## src/rtl/mmcm_ps_pkg.sv

```systemverilog
// Types and default constants shared by the phase-shift responder and the
// fine-delay controller, so both ends use the same step arithmetic.
package mmcm_ps_pkg;

    typedef enum logic [1:0] {
        LOCKING = 2'd0,
        IDLE    = 2'd1,
        BUSY    = 2'd2,
        DONE    = 2'd3
    } ps_resp_state_t;

    localparam int PS_LATENCY_DEF       = 12;
    localparam int STEPS_PER_PERIOD_DEF = 497;
    localparam int STEP_PS_X100_DEF     = 2012;
    localparam int STEP_W_DEF           = 9;
    localparam int LOCK_DELAY_DEF       = 64;

    // One phase step in either direction, wrapping modulo the clock period.
    function automatic int wrap_step(input int cur, input logic inc, input int period);
        if (inc) begin
            return (cur == period - 1) ? 0 : cur + 1;
        end
        return (cur == 0) ? period - 1 : cur - 1;
    endfunction

endpackage

```

## src/rtl/mmcm_ps_responder_if.sv

```systemverilog
// Dynamic phase-shift handshake between an initiator (master) and the
// responder (slave).
interface mmcm_ps_responder_if;
    logic psen;
    logic psincdec;
    logic ps_done;
    logic busy;
    logic locked;

    modport master (
        output psen,
        output psincdec,
        input  ps_done,
        input  busy,
        input  locked
    );

    modport slave (
        input  psen,
        input  psincdec,
        output ps_done,
        output busy,
        output locked
    );
endinterface

```

## src/rtl/ps_step_to_ps.sv

```systemverilog
// Registered conversion of a phase-step count to picoseconds (truncated).
module ps_step_to_ps
    import mmcm_ps_pkg::*;
#(
    parameter int STEP_W       = STEP_W_DEF,
    parameter int STEP_PS_X100 = STEP_PS_X100_DEF
) (
    input  logic              clk,
    input  logic              rst_n,
    input  logic [STEP_W-1:0] steps,
    output logic [15:0]       phase_ps
);

    logic [23:0] product_next;

    assign product_next = 24'(steps) * 24'(STEP_PS_X100);

    always_ff @(posedge clk) begin
        if (!rst_n) begin
            phase_ps <= 16'd0;
        end else begin
            phase_ps <= 16'(product_next / 24'd100);
        end
    end

endmodule

```

## src/rtl/mmcm_ps_responder.sv

```systemverilog
// Behavioural stand-in for the MMCM fine phase-shift port: fixed-latency
// PSDONE, modulo-period phase tracking and sticky protocol-violation flag.
module mmcm_ps_responder
    import mmcm_ps_pkg::*;
#(
    parameter int PS_LATENCY       = PS_LATENCY_DEF,
    parameter int STEPS_PER_PERIOD = STEPS_PER_PERIOD_DEF,
    parameter int STEP_W           = STEP_W_DEF,
    parameter int STEP_PS_X100     = STEP_PS_X100_DEF,
    parameter int LOCK_DELAY       = LOCK_DELAY_DEF
) (
    input  logic                 clk,
    input  logic                 rst_n,
    mmcm_ps_responder_if.slave   ps,
    input  logic                 err_clr,
    output logic [STEP_W-1:0]    phase_steps,
    output logic [15:0]          phase_ps,
    output logic                 protocol_err
);

    localparam int LOCK_W = $clog2(LOCK_DELAY + 1);

    ps_resp_state_t    state_reg;
    logic [LOCK_W-1:0] lock_cnt_reg;
    logic [7:0]        lat_cnt_reg;
    logic              dir_reg;
    logic              psen_prev_reg;
    logic [STEP_W-1:0] phase_reg;
    logic              done_reg;
    logic              busy_reg;
    logic              locked_reg;
    logic              err_reg;

    logic              accept_next;
    logic              violation_next;
    logic [STEP_W-1:0] phase_next;

    // A request is only honoured in IDLE and only on the rising cycle of psen;
    // anything else is ignored apart from raising the error flag.
    assign accept_next    = ps.psen && (state_reg == IDLE) && !psen_prev_reg;
    assign violation_next = ps.psen && !accept_next;
    assign phase_next     = STEP_W'(wrap_step(int'(phase_reg), dir_reg, STEPS_PER_PERIOD));

    always_ff @(posedge clk) begin
        if (!rst_n) begin
            state_reg     <= LOCKING;
            lock_cnt_reg  <= '0;
            lat_cnt_reg   <= '0;
            dir_reg       <= 1'b0;
            psen_prev_reg <= 1'b0;
            phase_reg     <= '0;
            done_reg      <= 1'b0;
            busy_reg      <= 1'b0;
            locked_reg    <= 1'b0;
            err_reg       <= 1'b0;
        end else begin
            psen_prev_reg <= ps.psen;
            done_reg      <= 1'b0;

            // A violation coincident with err_clr keeps the flag set.
            if (violation_next) begin
                err_reg <= 1'b1;
            end else if (err_clr) begin
                err_reg <= 1'b0;
            end

            case (state_reg)
                LOCKING: begin
                    if (lock_cnt_reg == LOCK_W'(LOCK_DELAY - 1)) begin
                        state_reg  <= IDLE;
                        locked_reg <= 1'b1;
                    end else begin
                        lock_cnt_reg <= lock_cnt_reg + 1'b1;
                    end
                end
                IDLE: begin
                    if (accept_next) begin
                        dir_reg     <= ps.psincdec;
                        lat_cnt_reg <= 8'(PS_LATENCY - 2);
                        busy_reg    <= 1'b1;
                        state_reg   <= BUSY;
                    end
                end
                BUSY: begin
                    if (lat_cnt_reg == 8'd0) begin
                        done_reg  <= 1'b1;
                        state_reg <= DONE;
                    end else begin
                        lat_cnt_reg <= lat_cnt_reg - 1'b1;
                    end
                end
                DONE: begin
                    phase_reg <= phase_next;
                    busy_reg  <= 1'b0;
                    state_reg <= IDLE;
                end
                default: begin
                    state_reg <= LOCKING;
                end
            endcase
        end
    end

    assign ps.ps_done   = done_reg;
    assign ps.busy      = busy_reg;
    assign ps.locked    = locked_reg;
    assign phase_steps  = phase_reg;
    assign protocol_err = err_reg;

    ps_step_to_ps #(
        .STEP_W       (STEP_W),
        .STEP_PS_X100 (STEP_PS_X100)
    ) u_step_to_ps (
        .clk      (clk),
        .rst_n    (rst_n),
        .steps    (phase_reg),
        .phase_ps (phase_ps)
    );

endmodule

```

## src/flat_wrapper.sv

```systemverilog
// flat-port wrapper written by rule: the top's interface ports become plain ports
module mmcm_ps_responder_flat import mmcm_ps_pkg::*;
#(
    parameter int PS_LATENCY       = PS_LATENCY_DEF,
    parameter int STEPS_PER_PERIOD = STEPS_PER_PERIOD_DEF,
    parameter int STEP_W           = STEP_W_DEF,
    parameter int STEP_PS_X100     = STEP_PS_X100_DEF,
    parameter int LOCK_DELAY       = LOCK_DELAY_DEF
)
  (clk, rst_n, err_clr, phase_steps, phase_ps, protocol_err, ps_psen, ps_psincdec, ps_ps_done, ps_busy, ps_locked);
  mmcm_ps_responder_if ps_i ();
  input  logic clk;
  input  logic rst_n;
  input  logic err_clr;
  output logic [STEP_W-1:0] phase_steps;
  output logic [15:0] phase_ps;
  output logic protocol_err;
  input wire logic [$bits(ps_i.psen)-1:0] ps_psen;
  input wire logic [$bits(ps_i.psincdec)-1:0] ps_psincdec;
  output wire logic [$bits(ps_i.ps_done)-1:0] ps_ps_done;
  output wire logic [$bits(ps_i.busy)-1:0] ps_busy;
  output wire logic [$bits(ps_i.locked)-1:0] ps_locked;
  assign ps_i.psen = ps_psen;
  assign ps_i.psincdec = ps_psincdec;
  assign ps_ps_done = ps_i.ps_done;
  assign ps_busy = ps_i.busy;
  assign ps_locked = ps_i.locked;
  mmcm_ps_responder #(.PS_LATENCY(PS_LATENCY), .STEPS_PER_PERIOD(STEPS_PER_PERIOD), .STEP_W(STEP_W), .STEP_PS_X100(STEP_PS_X100), .LOCK_DELAY(LOCK_DELAY)) u_core (.clk(clk), .rst_n(rst_n), .ps(ps_i), .err_clr(err_clr), .phase_steps(phase_steps), .phase_ps(phase_ps), .protocol_err(protocol_err));
endmodule
```

## config.mk

```make
export PLATFORM = sky130hd
export DESIGN_NAME = mmcm_ps_responder_flat
export DESIGN_NICKNAME = d
export VERILOG_FILES = /design/src/rtl/mmcm_ps_pkg.sv /design/src/rtl/mmcm_ps_responder_if.sv /design/src/rtl/ps_step_to_ps.sv /design/src/rtl/mmcm_ps_responder.sv /design/src/flat_wrapper.sv
export SDC_FILE = /design/constraint.sdc
export NUM_CORES = 1
export LEC_CHECK = 0
export CAP_MARGIN = 15
export CORE_MARGIN = 5
export CORE_UTILIZATION = 47
export DETAILED_ROUTE_END_ITERATION = 7
export GPL_ROUTABILITY_DRIVEN = 0
export PLACE_DENSITY = 0.7
export SLEW_MARGIN = 15
export SYNTH_ARGS = -nofsm -noshare
export SYNTH_HDL_FRONTEND = slang
export SYNTH_SLANG_ARGS = --single-unit
```

## constraint.sdc

```tcl
create_clock -name clk -period 22.8 [get_ports clk]
set_input_delay 3.42 -clock clk [delete_from_list [all_inputs] [get_ports clk]]
set_output_delay 3.42 -clock clk [all_outputs]
set_load 0.01 [all_outputs]
```

# Yosys cells after proc, flatten, opt, wreduce, memory -nomap -nowiden

Cells that the tools add are included.

Bitwise gates (word level): 1
$mul: 1
$add $sub $neg: 4
Div/mod/pow operators: 1
Multiplexer cells: 17
Eq/ne operators: 9
Reduce and logical (&&, ||, !) cells: 18

Operators with widths:

| kind                    | count |
|---|---|
| $mux W9                 | 4 |
| $div A20 B7 Y24 const B | 1 |
| $mul A9 B9 Y18 const B  | 1 |
| $mux W8                 | 2 |
| $pmux W8 S2             | 1 |
| $reduce_and A2 Y1       | 5 |
| $add A9 B1 Y9 const B   | 1 |
| $eq A9 B5 Y1 const B    | 1 |
| $logic_not A9 Y1        | 1 |
| $sub A9 B1 Y9 const B   | 1 |
| $logic_not A8 Y1        | 1 |
| $pmux W2 S4             | 1 |
| $sub A8 B1 Y8 const B   | 1 |
| $add A7 B1 Y7 const B   | 1 |
| $eq A7 B6 Y1 const B    | 1 |
| $mux W2                 | 3 |
| $ne A2 B1 Y1 const B    | 3 |
| $reduce_and A3 Y1       | 2 |
| $reduce_bool A2 Y1      | 3 |
| $mux W1                 | 5 |
| $eq A2 B2 Y1 const B    | 2 |
| $logic_and A1 B1 Y1     | 3 |
| $eq A2 B1 Y1 const B    | 1 |
| $logic_not A1 Y1        | 2 |
| 4 further kinds         | 4 |

Logic and storage cells: 62
Input bits: 5
Flip-flop bits (word level): 48
Output and inout bits: 29

# Logic depth before layout (Yosys ltp)

Gate-level depths: netlist of run 1.

Depth after elaboration: 6
Mapped depth: 50
Mapped depth without buffers: 42

# Hierarchy

A second synthesis of run 1 with hierarchy kept.

Cell total of the unflattened synthesis: 937
Area total of the unflattened synthesis: 7503.4 um2

Modules (own cells, without submodules):

| module            | area an instance (um2) | cells each | times used | sequential area each (um2) |
|---|---|---|---|---|
| ps_step_to_ps     | 5600.4                 | 715        | 1          | 280.3 |
| mmcm_ps_responder | 1903.1                 | 222        | 1          | 640.6 |

# Worst setup path after synthesis of run 1

Ideal clock, no wire load.

Path type: flip-flop to flip-flop
Start point: reg u_core.phase_reg[0], in the netlist u_core.phase_steps[0]
End point: reg u_core.u_step_to_ps.phase_ps[0]
Library setup time: 0.124 ns
Data arrival time: 11.008 ns
Data required time: 22.676 ns
Path buffers: 2
Period minus slack after synthesis: 11.132 ns
Stages on the path, launching flop included: 44
Slack: 11.668 ns
Path through: dfxtp_1 fa_1 xnor2_1 inv_1 ha_1 nand2b_1 fa_1 inv_1 fa_1 inv_1 ha_1 clkbuf_2 a21oi_1 o21ai_1 a311oi_2 nor2_1 o311ai_1 a21bo_2 [... 8 more ...] mux2i_2 a21oi_1 or3_1 and4_4 o21a_4 o211ai_1 o311ai_1 or4_4 nor2_1 mux2i_1 a311oi_1 a211oi_2 mux2i_4 or2_0 a211o_1 o21ai_1 o32a_1 o22ai_1

Longest elaborated chain between the ends: 2

Ends and longest elaborated chain:

| what                   | line                    | RTL |
|---|---|---|
| start, declared        | mmcm_ps_responder.sv:28 | `logic [STEP_W-1:0] phase_reg;` |
| start signal, assigned | mmcm_ps_responder.sv:93 | `phase_reg <= phase_next;` |
| $mul A9 B9 Y18         | ps_step_to_ps.sv:16     | `assign product_next = 24'(steps) * 24'(STEP_PS_X100);` |
| $div A20 B7 Y24        | ps_step_to_ps.sv:22     | `phase_ps <= 16'(product_next / 24'd100);` |
| end signal, assigned   | ps_step_to_ps.sv:22     |  |
| end, declared          | ps_step_to_ps.sv:11     | `output logic [15:0] phase_ps` |

No other way between the ends.
A chain may end at the register's enable or synchronous reset.

# Final worst setup path of run 1

Ends and elaborated chain as after synthesis.

==> flow_summary.ini, run 1 <==
[floorplan]
row_count = 45
io-pin-count = 34
die_area_sq_um = 18100
die_h_um = 135
chipWidth_um = 135
initial_core_util = 0.481
coreArea_sq_um = 15200

[clocking]
cts_root_buf = clkbuf_16
cts_tree = done
cts_sinks = 46
cts_setup_buffers = 0
h-tree-depth = 2
worstSkewPairLatency_ns = 0.30
cts_buffers = 5
hold_buffers = 0
postCtsResizedCells = 0
cts_buffer_depth = 2
clk_pin_slew_ns = 0.07

[route]
wl_per_cell_um = 16.2
vias = 6992
firstDrtPassIters = 5
vias_per_cell = 6.22
drc = 0
wl_um = 18200
ant_nets = 0
drtIter0Drc = 565

[final_layout]
drive_gt1_frac = 0.0790
fin_util = 0.517
finish.instance_area_sq_um = 7860
syn2layout_area_growth_pct = 7.50
largest_register_ffs = 14
nFillCells = 1491
num_antenna_cells = 0
num-nets-final = 1034

[worst_setup_path]
cp-end-kind = flip-flop
critPathKind = reg2reg
regToRegEndpoint = u_core.u_step_to_ps.phase_ps[0]$_SDFF_PN0_
critPathMaxFanout = 15
slowest_stage = a221oi_1
rr_startpoint = u_core.phase_steps[0]$_SDFFE_PN0P_
slowest_delay_ns = 0.77
reg2reg_slack_ns = 9.74
cp-start-kind = flip-flop
reg2regPathDepth = 42
cp.arrival_ns = 13.28
cp.required_ns = 23.02

[grt]
grt_pass1_vias = 6246
grt_pass1_wl_um = 30100
grt_max_degree = 35
overflow = 0
grtUsageTotal = 0.193
antenna_found_initial = 0

[power_and_ir_drop]
power_density_nw_per_um2 = 21.2
p_total_w = 0.000167
p_leak_nw = 3.30
ir_drop_v = 0.0000238

[min_path]
hold_path.class = reg2reg
holdCritStartpoint = u_core.ps.locked$_SDFFE_PN0P_
hold-path-endpoint = u_core.ps.locked$_SDFFE_PN0P_
hold_depth = 2

[synth]
synth_area_leaders = dfxtp_1, ha_1, fa_1, nor2_1, a21oi_1
synth_top_area_frac = 0.126
syn_area_sq_um = 7310
yosys_warnings = 0
ys_seq_area_frac = 0.126
syn_area_per_cell_sq_um = 7.88
yosys_register_bits = 46
postSynthCellCount = 928
synth_edf_count = 0
synth_common_cells = nor2_1, inv_1, nand2_1, a21oi_1, ha_1
synth_ff_type = dfxtp_1
synth_cell_types = 111
synth_top_cell_by_area = dfxtp_1
yosysMostFrequentCell = nor2_1
async_reset_ff_frac = 0

[place]
post_dp_cell_area_sq_um = 7710
io_buffers = 31
hpwl_um = 14200

[run_status]
run_status = complete, no violations

[sta]
grt_setup_unrepaired = no
fin_tns_setup_ns = 0
fin_skew_ns = 0.00990
hold_viol = 0
period_share = 0.573
setup_viol = 0
fin_crit_ns = 13.06
drv_slew = 0
slew_headroom = 0.310
worst_pin_slew_ns = 1.03
fmaxAchievable_ghz = 0.0766

[run]
drv_cap = 0
-- worst max-delay path: cells and delay by family (launching register included) --
family                     cells  cell delay [ns]
xor gates and xnor gates       2             0.70
DFF                            1             0.63
muxes                          2             0.71
and+or+nand+nor               11             2.82
adders and majority gates      5             2.20
AOI/OAI and AO/OA             19             5.58
buffers and inverters          3             0.32
-- layout make-up --
class | instances | area, sq um | share of cell area
well taps | 188 | 235 | 0.0299
flip-flops and latches | 46 | 921 | 0.117
clock inverters | 2 | 13.8 | 0.00175
multi-input cells | 769 | 5930 | 0.755
repair buffers | 32 | 318 | 0.0404
inverters | 82 | 308 | 0.0392
clock buffers | 6 | 129 | 0.0164
-- through the flow --
stage	instances	hold slack (ns)	worst slack [ns]
after global placement	1117	0.460	10.10
after global routing	1125	0.501	8.72
final	1125	0.465	9.74
after detailed placement	1117	0.463	9.98
after CTS	1125	0.474	9.91
after floorplan	929	0.454	11.67
-- cells by family after synthesis --
| group | Yosys count | synth area share |
|---|---|---|
| AO/OA/AOI/OAI | 322 | 0.341 |
| AND/OR/NAND/NOR | 295 | 0.200 |
| buffers and inverters | 114 | 0.0628 |
| adder cells (fa/ha/maj) | 96 | 0.198 |
| flip-flops | 46 | 0.126 |
| XOR/XNOR | 42 | 0.0524 |
| multiplexers | 12 | 0.0190 |
| other | 1 | 0.000513 |
-- cell usage in the layout (no fill, tap or decap), types with 27 or more instances in the layout --
master           count
a21oi_1             65
clkdlybuf4s50_1     31
dfxtp_1             46
fa_1                33
ha_1                60
inv_1               81
nand2_1             68
nand3_1             27
nor2_1              87
o21ai_0             35
xnor2_1             28
-- power breakdown --
| group | leakage [nW] | total (W) | internal [W] | switching (W) |
|---|---|---|---|---|
| combinational | 2.85 | 0.00000870 | 0.00000356 | 0.00000513 |
| clock | 0.0708 | 0.0000750 | 0.0000408 | 0.0000342 |
| sequential | 0.372 | 0.0000831 | 0.0000818 | 0.00000131 |
-- worst max-delay path by stage --
stage / start / endpoint
after floorplan: u_core.phase_steps[0]$_SDFFE_PN0P_ / u_core.u_step_to_ps.phase_ps[0]$_SDFF_PN0_
after global placement: u_core.phase_steps[0]$_SDFFE_PN0P_ / u_core.u_step_to_ps.phase_ps[0]$_SDFF_PN0_
after detailed placement: u_core.phase_steps[0]$_SDFFE_PN0P_ / u_core.u_step_to_ps.phase_ps[0]$_SDFF_PN0_
after CTS: u_core.phase_steps[0]$_SDFFE_PN0P_ / u_core.u_step_to_ps.phase_ps[0]$_SDFF_PN0_
after global routing: u_core.phase_steps[0]$_SDFFE_PN0P_ / u_core.u_step_to_ps.phase_ps[0]$_SDFF_PN0_
final: u_core.phase_steps[0]$_SDFFE_PN0P_ / u_core.u_step_to_ps.phase_ps[0]$_SDFF_PN0_
-- metal layers --
metal / vias to the layer above / part of all wire / wire length, um / track usage
met5: - / 0 / 0 / 0
met4: 0 / 0.016 / 285 / 0.0520
met3: 26 / 0.045 / 819 / 0.0216
met2: 205 / 0.46 / 8410 / 0.311
met1: 3303 / 0.48 / 8660 / 0.275
li1: 3458 / - / - / -
No activity file was read; power rests on OpenSTA's default activity.
==> run 2: changes to the inputs <==
clock period = 12.85 ns   (was 22.8 ns; I/O delays follow)
==> run 2 against run 1 <==
Compared with the run above:
- combinational power grew 80%
- first-iteration DRC count grew 28%
- global-route usage grew 0.063 points
- critical endpoint unchanged
- largest cell class unchanged
- highest routed layer unchanged
==> flow_summary.ini, run 2 (synthesis gave the netlist of run 1 again) <==
[worst_setup_path]
cp.arrival_ns = 12.52
cp-end-kind = flip-flop
critPathMaxFanout = 10
slowest_stage = fa_1
critical_path.startpoint = u_core.phase_steps[2]$_SDFFE_PN0P_
cp-start-kind = flip-flop
critPathKind = reg2reg
slowest_delay_ns = 0.56
rr_startpoint = u_core.phase_steps[2]$_SDFFE_PN0P_
cp.required_ns = 13.07

[sta]
fmaxAchievable_ghz = 0.0813
worst_pin_slew_ns = 1.02
fin_skew_ns = 0.00441
hold_viol = 0
fin_crit_ns = 12.30
drv_slew = 0
period_share = 0.957
setup_viol = 0
worst_slack_ns = 0.553
slew_headroom = 0.317

[final_layout]
num-nets-final = 1046
syn2layout_area_growth_pct = 10.3
drive_gt1_frac = 0.107
num_antenna_cells = 0
largest_register_ffs = 14
nFillCells = 1445
final_common_cell = nor2_1
finish.instance_area_sq_um = 8070
mostFrequentLayoutCells = nor2_1, inv_1, nand2_1

[floorplan]
row_count = 45
die_area_sq_um = 18100
die_h_um = 135
initial_core_util = 0.481
io-pin-count = 34
chipWidth_um = 135
coreArea_sq_um = 15200

[clocking]
clk_pin_slew_ns = 0.06
cts_sinks = 46
cts_tree = done
cts_root_buf = clkbuf_16
cts_buffers = 5
cts_buffer_depth = 2
hold_buffers = 0
worstSkewPairLatency_ns = 0.29
h-tree-depth = 2

[min_path]
hold_path.class = reg2reg
holdCritStartpoint = u_core.ps.locked$_SDFFE_PN0P_

[route]
wl_per_cell_um = 16.3
firstDrtPassIters = 5
drc = 0
wl_um = 18500
vias = 7094
drtIter0Drc = 726
ant_nets = 0
vias_per_cell = 6.24

[grt]
overflow = 0
grtUsageTotal = 0.194
antenna_found_initial = 0
grt_pass1_wl_um = 30100
grt_pass1_vias = 6193
grt_max_degree = 22

[place]
hpwl_um = 14300
io_buffers = 31
post_dp_cell_area_sq_um = 7770
dp_slack_ns = 0.298

[power_and_ir_drop]
ir_drop_v = 0.0000420
power_density_nw_per_um2 = 36.4
p_leak_nw = 3.38

[run_status]
run_status = complete, no violations

[run]
drv_cap = 0
-- run 2: metal layers --
metal  GRT usage  vias up  share of wire
met5           0        -              0
met4      0.0424        0          0.012
met3      0.0186       19          0.044
met2       0.317      207           0.47
met1       0.279     3378           0.48
li1            -     3490              -
-- run 2: worst paths after layout --
| check | end | slack [ns] | cells past startpoint |
|---|---|---|---|
| hold / removal | u_core.ps.locked$_SDFFE_PN0P_ | 0.47 | 2 |
| setup / recovery | u_core.u_step_to_ps.phase_ps[0]$_SDFF_PN0_ | 0.55 | 43 |
| setup reg to reg | u_core.u_step_to_ps.phase_ps[0]$_SDFF_PN0_ | 0.55 | 43 |
| hold reg to reg | u_core.ps.locked$_SDFFE_PN0P_ | 0.47 | 2 |
-- run 2: power breakdown --
group	switching (W)	leakage, nW	internal, W
Combinational	0.00000934	2.93	0.00000635
Clock	0.0000581	0.0708	0.0000723
Sequential	0.00000230	0.372	0.000145
Total	0.0000697	3.38	0.000224
-- run 2: area by class of cell --
class	instances	area, sq um	share of cell area
multi-input combinational	769	6050	0.750
sequential	46	922	0.114
timing repair buffer	44	408	0.0506
inverter	82	308	0.0382
tap	188	235	0.0292
clock buffer	6	129	0.0160
clock inverter	2	13.8	0.00171
-- run 2: worst max-delay path: cells and delay by family (launching register included) --
family	cells	cell delay, ns
DFF	1	0.51
AOI/OAI and AO/OA	19	4.96
buffers and inverters	6	0.69
and+or+nand+nor	11	2.81
adders and majority gates	6	3.01
xor gates and xnor gates	1	0.20
-- run 2: repair_timing --
action | CTS | global route
endpoints found under the hold margin | 0 | 0
buffers inserted | 0 | 5
gates resized for setup | 0 | 24
endpoints found under the setup margin | 0 | 2
-- run 2: per-stage QoR --
step / total power [W] / hold slack [ns] / utilization / TNS, ns / instances
2_1_floorplan: 0.000161 / 0.454 / - / 0 / 929
3_3_place_gp: 0.000166 / 0.458 / 0.511 / 0 / 1124
3_5_place_dp: 0.000166 / 0.459 / 0.511 / 0 / 1124
4_1_cts: 0.000300 / 0.474 / 0.520 / 0 / 1132
5_1_grt: 0.000306 / 0.495 / 0.531 / -0.0153 / 1137
6_report: 0.000293 / 0.466 / 0.531 / 0 / 1137
